<file path="config.mk">
export PLATFORM = sky130hd
export DESIGN_NAME = mem_arbiter
export DESIGN_NICKNAME = d
export VERILOG_FILES = /design/src/rtl/mem_arbiter.sv
export SDC_FILE = /design/constraint.sdc
export NUM_CORES = 1
export LEC_CHECK = 0
export BUFFER_PORTS_ARGS = -buffer_cell sky130_fd_sc_hd__buf_4
export CAP_MARGIN = 15
export CELL_PAD_IN_SITES_DETAIL_PLACEMENT = 0
export CELL_PAD_IN_SITES_GLOBAL_PLACEMENT = 1
export CORE_ASPECT_RATIO = 0.75
export CORE_MARGIN = 2
export CORE_UTILIZATION = 14
export CTS_CLUSTER_DIAMETER = 50
export DETAILED_ROUTE_END_ITERATION = 7
export GPL_TIMING_DRIVEN = 0
export HOLD_SLACK_MARGIN = 0.1
export PLACE_DENSITY = 0.83
export SLEW_MARGIN = 20
export SYNTH_ARGS = -nofsm -noshare
export SYNTH_HDL_FRONTEND = slang
export SYNTH_SLANG_ARGS = --single-unit
</file>
<file path="constraint.sdc">
create_clock -name clk -period 1.3 [get_ports clk]
set_input_delay 0.065 -clock clk [delete_from_list [all_inputs] [get_ports clk]]
set_output_delay 0.065 -clock clk [all_outputs]
set_load 0.01 [all_outputs]
</file>
<file path="src/rtl/mem_arbiter.sv">
// Two-master arbiter sharing one word-wide memory port between the I-cache
// and D-cache CMUs; a master keeps the port for as long as its cs stays high.
module mem_arbiter #(
    parameter int ADDR_WIDTH = 32,
    parameter int DATA_WIDTH = 32,
    parameter int FIXED_PRIO = 0
) (
    input  logic                  clk,
    input  logic                  rst,
    input  logic                  m0_cs_i,
    input  logic                  m0_we_i,
    input  logic [ADDR_WIDTH-1:0] m0_addr_i,
    input  logic [DATA_WIDTH-1:0] m0_data_i,
    output logic [DATA_WIDTH-1:0] m0_data_o,
    output logic                  m0_ack_o,
    input  logic                  m1_cs_i,
    input  logic                  m1_we_i,
    input  logic [ADDR_WIDTH-1:0] m1_addr_i,
    input  logic [DATA_WIDTH-1:0] m1_data_i,
    output logic [DATA_WIDTH-1:0] m1_data_o,
    output logic                  m1_ack_o,
    output logic                  mem_cs_o,
    output logic                  mem_we_o,
    output logic [ADDR_WIDTH-1:0] mem_addr_o,
    output logic [DATA_WIDTH-1:0] mem_data_o,
    input  logic [DATA_WIDTH-1:0] mem_data_i,
    input  logic                  mem_ack_i,
    output logic [1:0]            arb_state,
    output logic                  last_owner
);

    typedef enum logic [1:0] {
        S_IDLE   = 2'd0,
        S_OWN0   = 2'd1,
        S_OWN1   = 2'd2,
        S_UNUSED = 2'd3
    } state_t;

    typedef struct packed {
        logic                  cs;
        logic                  we;
        logic [ADDR_WIDTH-1:0] addr;
        logic [DATA_WIDTH-1:0] data;
    } mreq_t;

    state_t state, state_nxt;
    logic   last_nxt;
    logic   owning, owner_sel;
    mreq_t  req [2];

    assign req[0] = '{cs: m0_cs_i, we: m0_we_i, addr: m0_addr_i, data: m0_data_i};
    assign req[1] = '{cs: m1_cs_i, we: m1_we_i, addr: m1_addr_i, data: m1_data_i};

    assign owning    = (state == S_OWN0) || (state == S_OWN1);
    assign owner_sel = (state == S_OWN1);
    assign arb_state = state;

    always_ff @(posedge clk) begin
        if (rst) begin
            state      <= S_IDLE;
            last_owner <= 1'b1;
        end else begin
            state      <= state_nxt;
            last_owner <= last_nxt;
        end
    end

    // Grant decisions use only cs inputs and registered state, never mem_ack_i.
    always_comb begin
        state_nxt = state;
        last_nxt  = last_owner;
        case (state)
            S_IDLE: begin
                if (m0_cs_i && m1_cs_i) begin
                    if (FIXED_PRIO != 0 || !last_owner) begin
                        state_nxt = S_OWN1;
                        last_nxt  = 1'b1;
                    end else begin
                        state_nxt = S_OWN0;
                        last_nxt  = 1'b0;
                    end
                end else if (m0_cs_i) begin
                    state_nxt = S_OWN0;
                    last_nxt  = 1'b0;
                end else if (m1_cs_i) begin
                    state_nxt = S_OWN1;
                    last_nxt  = 1'b1;
                end
            end
            S_OWN0:  if (!m0_cs_i) state_nxt = S_IDLE;
            S_OWN1:  if (!m1_cs_i) state_nxt = S_IDLE;
            default: state_nxt = S_IDLE;
        endcase
    end

    // Read data is broadcast; only the acked owner samples it.
    always_comb begin
        mem_cs_o   = 1'b0;
        mem_we_o   = 1'b0;
        mem_addr_o = '0;
        mem_data_o = '0;
        m0_ack_o   = 1'b0;
        m1_ack_o   = 1'b0;
        m0_data_o  = mem_data_i;
        m1_data_o  = mem_data_i;
        if (!rst && owning) begin
            mem_cs_o   = req[owner_sel].cs;
            mem_we_o   = req[owner_sel].we;
            mem_addr_o = req[owner_sel].addr;
            mem_data_o = req[owner_sel].data;
            m0_ack_o   = mem_ack_i & ~owner_sel;
            m1_ack_o   = mem_ack_i & owner_sel;
        end
    end

endmodule

</file>
== After elaboration in Yosys (flattened, before gate mapping) ==
Cells that the tools add are included.
Word-level totals
  register bits: 3
  latch bits: 0
  RAM bits: 0
  memory bits (read-only): 0
  input bits: 167
  output and inout port bits: 135
  logic and storage cells: 40
  memories kept: 0
Operators by class
  add/subtract/negate cells: 0
  multiply operators: 0
  divide/modulo/power cells: 0
  $lt $le $gt $ge: 1
  eq/ne operators: 5
  shift operators: 0
  multiplexer cells: 20
  bitwise gates (word level): 4
  reduce and logical (&&, ||, !) cells: 8
Operator list (number)
  $mux 66: 3
  $mux 32: 2
  $mux 2: 6
  $mux 1: 8
  $pmux 2 s3: 1
  $ne 2x2->1 const B: 2
  $ne 4x4->1 const B: 1
  $reduce_and 3->1: 1
  $reduce_bool 3->1: 1
  $and 1x1->1: 2
  $eq 2x1->1 const B: 1
  $eq 2x2->1 const B: 1
  $ge 2x2->1 const B: 1
  $logic_and 1x1->1: 2
  $logic_not 2->1: 1
  $not 1->2: 1
  $reduce_and 2->1: 1
  $logic_not 1->1: 1
  $logic_or 1x1->1: 1
  $not 1->1: 1

== Logic depth before layout (Yosys ltp) ==
Gate-level depths: netlist of the first run.
  word-level depth: 6
  depth in mapped cells: 7
  gate-level depth less buffers: 5

== Worst setup path after synthesis of the first run ==
No wires, ideal clock.
  path type: register to output
  start point: register state[0] (netlist: arb_state[0])
  end point: output m0_ack_o
  arrival: 1.412 ns
  data required time: 1.235 ns
  path slack: -0.177 ns
  stages on the path, launching flop included: 7
  buffers on the path: 3
  cell sequence: dfxtp_1 -> inv_1 -> ha_1 -> buf_2 -> buf_6 -> buf_6 -> nor3b_1
Between the ends
  longest elaborated chain between the ends: 4
  elaborated cells between the ends (all ways): 7
RTL lines
  start, declared: line 46  | state_t state, state_nxt;
  start signal, assigned: line 63  | state <= state_nxt;
  $eq 2x2->1 or $eq 2x1->1 (tied branches): line 54, 55
  $not 1->1 or $logic_or 1x1->1 (tied branches): line 111, 54
  $and 1x1->1 or $logic_and 1x1->1 (tied branches): line 111, 106
  $mux 1 *: line 106  | if (!rst && owning) begin
  end, declared: line 15  | output logic m0_ack_o,
Mark *: on every way between the ends. The rest lies on a longest branch, timed or not.

== Worst setup path after layout of the first run ==
Ends and elaborated chain as after synthesis.

==> results.yml, run 1 <==
sta:
  min_period_ns: 1.68
  period_share_pct: 129
  hold_viol_final: 0
  slew_headroom_pct: 82.2
  drv_slew: 0
  rsz0062_at_grt: "yes"
  setup_viol: 70
  fmax_mhz: 594
  skew_ns: 0.00111
  worstMarginPinSlew_ns: 0.260
  finalSetupTns_ns: -22.25
  fin_ws_ns: -0.383
drt:
  vias: 2582
  first_pass_iters: 4
  drc: 0
  wl_per_cell_um: 12.7
  wl_met1_um: 3410
  viasPerCell: 3.75
  antenna_left: 0
  top_layer_used: "met4"
  routed_wl_um: 8720
  drt-initial-drc-count: 61
  dr_wl_met3_um: 500
  route.met2.wl_um: 4760
synthesis:
  yosys.area.top_type: "mux2i_1"
  postSynthCellCount: 236
  synth.avg_cell_area_um2: 7.30
  ys_warn_count: 0
  synth_nets: 407
  syn_area_mm2: 0.00172
  yosys-top-cells-area: "mux2i_1 38%, buf_4 29%, nor2_1 14%"
  synth_cell_type_count: 21
  seq_area_frac_synth_pct: 3.49
  post-synth-top-area-fraction_pct: 38.4
  ys_ff_latch: 3
global_route:
  grt_pass1_wl_um: 12000
  grt_max_degree: 11
  first_global_vias: 2455
  antenna_found_initial: 0
  grt_overflow: 0
  grt_usage_pct: 11.1
power_and_ir_drop:
  p_int_w: 0.00195
  power_switching_share_pct: 35.4
  pwr-share-seq_pct: 4.1
  pwr-share-comb_pct: 79.9
  pwr-share-clk_pct: 16.0
  p_sw_w: 0.00107
  leakagePower_nw: 2.36
  powerDensity_mw_per_mm2: 607
  ir_drop_mv: 0.310
placement:
  hpwlAfterDp_um: 7140
  portBuffers: 269
  gp_congestion: 0.787
setup_path:
  r2r-start: "arb_state[0]"
  critical_path_class: "register to output port"
  critPathArrivalTime_ns: 1.62
  r2r_end: "arb_state[1]"
  cp.required_ns: 1.24
  r2r_cells: 9
  worst-path-max-fanout: 8
  setup.worst_path.end_class: "output port"
  crit_path_start_kind: "register"
  r2r_setup_slack_ns: -0.29
  cp-startpoint: "arb_state[0]"
cells_and_area:
  areaGrowthSynthToFinish_pct: 189
  n_antenna_cell: 0
  postLayoutCoreUtil_pct: 41.0
  fin_nets: 695
  drive_above_1_share_pct: 83.7
job:
  max-cap-violations: 0
floorplan:
  rows: 35
  io_pins: 302
  core_mm2: 0.0121
  die_h_um: 100
  die_area_mm2: 0.0132
  start_util_pct: 14.2
  die_w_um: 132
worst_hold_path:
  hold_depth: 3
  worstHoldPathType: "input port to register"
  worstHoldStart: "rst"
  worstHoldEndpoint: "arb_state[1]"
cts:
  root_buffer: "clkbuf_16"
  clock_sinks: 3
  hold_buffers: 0
  numCtsBuffers: 3
  cts_tree: "yes"
  cts.clk_slew.worst_paths_ns: 0.03
  clk_latency_ns: 0.22
  cts_buffer_depth: 2
  h-tree-depth: 1
run_status:
  status: "complete, but fails checks"
  violations: "negative setup slack"
[layout by cell type (no fill, tap or decap), types with 3 or more instances in the layout]
master     instances
buf_12            12
ha_4               3
nor2_2            11
nor2_4            25
mux2i_4           20
nor2_1            30
buf_6             25
mux2i_2            5
clkbuf_4           3
mux2i_1           41
clkbuf_16          3
buf_4            320
[sequential cells by signal (all words and copies together) (netlist names)]
register	count
last_owner	1
arb_state	2
[synthesized netlist by cell type]
library cell / instances
buf_4: 66
mux2i_1: 66
nor2_1: 66
buf_2: 5
buf_6: 5
ha_1: 4
inv_1: 4
clkbuf_1: 3
dfxtp_1: 3
o21ai_0: 2
o2bb2ai_1: 2
a21oi_1: 1
a21oi_2: 1
a22oi_1: 1
and3_1: 1
and4_1: 1
nand2_1: 1
nor3b_1: 1
o2111ai_1: 1
o21a_1: 1
or3b_1: 1
[cell type report]
cell class,count,area (um2)
Fill cell,1189,7150
Timing Repair Buffer,284,2300
Multi-Input combinational cell,150,1600
Buffer,78,698
Tap cell,166,208
Clock buffer,4,78.8
Sequential cell,3,67.6
Inverter,4,17.5
[power groups by stage]
| stage | clock, W | combinational [W] | sequential [W] |
|---|---|---|---|
| final | 0.000484 | 0.00241 | 0.000125 |
| after CTS | 0.000491 | 0.00234 | 0.000125 |
| after floorplan | 0 | 0.00110 | 0.000126 |
| after global routing | 0.000514 | 0.00256 | 0.000127 |
| after detailed placement | 0 | 0.00197 | 0.000125 |
| after global placement | 0 | 0.00194 | 0.000123 |
[how the worst max path moves through the flow]
stage                     cells past startpoint             end
final                                         8        m0_ack_o
after global routing                          8        m0_ack_o
after CTS                                     8        m0_ack_o
after detailed placement                      6  mem_data_o[12]
after global placement                        6  mem_data_o[12]
after floorplan                               6  mem_addr_o[14]
[per-stage QoR]
stage          std cells  instance area (um2)  total power [W]  hold slack, ns  setup slack (ns)
6_report             689                 4980          0.00302           0.117            -0.383
2_1_floorplan        236                 2080          0.00122           0.193           -0.0201
3_5_place_dp         671                 4310          0.00209           0.307            -0.417
5_1_grt              689                 4980          0.00320           0.129            -0.451
3_3_place_gp         671                 4310          0.00207           0.307            -0.385
4_1_cts              689                 4870          0.00296           0.119            -0.392
[per-layer routing]
layer | vias to the layer above | GRT usage [%]
li1 | 1296 | -
met1 | 1175 | 13.9
met2 | 107 | 20.7
met3 | 4 | 1.92
met4 | 0 | 1.09
met5 | - | 0
[cells by family (layout without fill, tap and decap cells)]
family	after synthesis	after routing	share of synthesized area [%]
simple gates	71	71	16.4
compound gates	9	9	3.78
buf+inv	83	370	35.0
fa+ha+maj	4	4	2.91
mux	66	66	38.4
flops	3	3	3.49
[worst max-delay path: stages (launching register included)]
cell and delay (ns):
dfxtp_4 0.35, inv_4 0.04, buf_6 0.11, ha_4 0.27, nand2_4 0.07, buf_12 0.16, buf_6 0.12, nor3b_2 0.14
buf_4 0.14
[what timing repair did]
action | in CTS | in global routing
pin swaps | 17 | 9
endpoints found under the setup margin | 70 | 70
buffers inserted | 12 | 2
cloned | 3 | 0
endpoints found under the hold margin | 0 | 0
resized for setup | 70 | 29
(Power assumes the default switching activity.)
==> inputs of run 2 (changes only) <==
--- a/config.mk
+++ b/config.mk
@@ -16,6 +16,7 @@
 export DETAILED_ROUTE_END_ITERATION = 7
 export GPL_TIMING_DRIVEN = 0
 export HOLD_SLACK_MARGIN = 0.1
+export MAX_ROUTING_LAYER = met4
 export PLACE_DENSITY = 0.83
 export SLEW_MARGIN = 20
 export SYNTH_ARGS = -nofsm -noshare
==> run 2 against run 1 <==
Effect of this change: the flow still finishes with violations (negative setup slack); setup slack worse by 0.00057 ns; clock power about the same; die area unchanged; sequential share of layout area unchanged; wire length fell by 0.11%; sequential cell count is the same; cell count is the same; maximum frequency about the same; highest routed layer unchanged; utilization stayed put; power barely moved; largest cell class unchanged; clock skew is essentially flat.
==> results.yml, run 2 (synthesis results as in run 1) <==
run_status:
  status: "complete, but fails checks"
  violations: "negative setup slack"
placement:
  place_inst: 671
  hpwlAfterDp_um: 7140
  portBuffers: 269
  gp_congestion: 0.798
drt:
  viasPerCell: 3.75
  vias: 2584
  drc: 0
  wl_met1_um: 3390
  dr_wl_met3_um: 502
  first_pass_iters: 4
  antenna_left: 0
  route.met2.wl_um: 4770
  drt-initial-drc-count: 57
  wl_per_cell_um: 12.6
  top_layer_used: "met4"
  routed_wl_um: 8710
setup_path:
  cp.required_ns: 1.24
  r2r-start: "arb_state[0]"
  r2r_cells: 9
  r2r_end: "arb_state[1]"
  critPathArrivalTime_ns: 1.62
  worst-path-max-fanout: 8
  cp-startpoint: "arb_state[0]"
  critical_path_class: "register to output port"
  r2r_setup_slack_ns: -0.29
  setup.worst_path.end_class: "output port"
  crit_path_start_kind: "register"
worst_hold_path:
  hold_depth: 3
  worstHoldStart: "rst"
  worstHoldEndpoint: "arb_state[1]"
  worstHoldPathType: "input port to register"
cts:
  numCtsBuffers: 3
  cts_buffer_depth: 2
  clk_latency_ns: 0.22
  hold_buffers: 0
  clock_sinks: 3
  root_buffer: "clkbuf_16"
  cts_tree: "yes"
  h-tree-depth: 1
  cts.clk_slew.worst_paths_ns: 0.03
sta:
  holdWs_ns: 0.117
  min_period_ns: 1.68
  worstMarginPinSlew_ns: 0.260
  period_share_pct: 129
  slew_headroom_pct: 82.2
  skew_ns: 0.00154
  setup_viol: 70
  hold_viol_final: 0
  rsz0062_at_grt: "yes"
  fmax_mhz: 594
  fin_ws_ns: -0.383
  drv_slew: 0
floorplan:
  die_w_um: 132
  io_pins: 302
  die_h_um: 100
  rows: 35
  core_mm2: 0.0121
  start_util_pct: 14.2
  die_area_mm2: 0.0132
cells_and_area:
  layout_commonest_cell: "buf_4"
  mostFrequentLayoutCells: "320 x buf_4, 41 x mux2i_1, 30 x nor2_1, 25 x nor2_4, 25 x buf_6"
  largest_reg_flops: 2
  n_antenna_cell: 0
  drive_above_1_share_pct: 83.7
  fin_nets: 695
  stdcell_count: 689
  areaGrowthSynthToFinish_pct: 189
power_and_ir_drop:
  powerDensity_mw_per_mm2: 607
  power_w: 0.00302
  leakagePower_nw: 2.36
  ir_drop_mv: 0.310
global_route:
  grt_pass1_wl_um: 12000
  first_global_vias: 2455
  antenna_found_initial: 0
  grt_usage_pct: 11.5
  grt_max_degree: 11
  grt_overflow: 0
job:
  max-cap-violations: 0
==> run 2: cell counts in the layout (fill, tap and decap cells not counted) <==
No cell type changed its count.
==> run 2: through the flow <==
step,utilization (%),TNS (ns),cell area [um2],setup slack (ns)
2_1_floorplan,-,-0.387,2080,-0.0201
3_3_place_gp,35.5,-18.33,4310,-0.385
3_5_place_dp,35.5,-19.57,4310,-0.417
4_1_cts,40.1,-22.87,4870,-0.392
5_1_grt,41.0,-27.12,4980,-0.451
6_report,41.0,-22.30,4980,-0.383
==> run 2: worst max path at each step <==
stage / to / slack (ns) / cells past startpoint
2_1_floorplan: mem_addr_o[14] / -0.02 / 6
3_3_place_gp: mem_data_o[12] / -0.38 / 6
3_5_place_dp: mem_data_o[12] / -0.42 / 6
4_1_cts: m0_ack_o / -0.39 / 8
5_1_grt: m0_ack_o / -0.45 / 8
6_report: m0_ack_o / -0.38 / 8
==> run 2: per-layer routing <==
| layer | track usage [%] | vias up |
|---|---|---|
| met5 | - | - |
| met4 | 1.09 | 0 |
| met3 | 1.87 | 6 |
| met2 | 20.7 | 108 |
| met1 | 14.0 | 1174 |
| li1 | - | 1296 |
==> run 2: layout make-up <==
type	count	area, um2
fillers	1189	7150
repair buffers	284	2300
multi-input cells	150	1600
plain buffers	78	698
well taps	166	208
clock buffers	4	78.8
flip-flops and latches	3	67.6
inverters	4	17.5
==> run 2: what timing repair did <==
action,4_1_cts,5_1_grt
hold endpoints to repair,0,0
pin swaps,17,9
gates resized for setup,70,29
cloned,3,0
endpoints found under the setup margin,70,70
setup buffers,12,2
==> run 2: report_power, final <==
part	total (W)	internal [W]	leakage [nW]	switching [W]
clock network	0.000485	0.000404	0.0382	0.0000803
logic	0.00241	0.00144	2.29	0.000971
registers	0.000125	0.000106	0.0261	0.0000189
total	0.00302	0.00195	2.36	0.00107
==> run 2: worst max-delay path, cell delays in order, from the launching register on <==
cell and delay [ns]:
dfxtp_4 0.35, inv_4 0.04, buf_6 0.11, ha_4 0.27, nand2_4 0.07, buf_12 0.16
buf_6 0.12, nor3b_2 0.14, buf_4 0.14
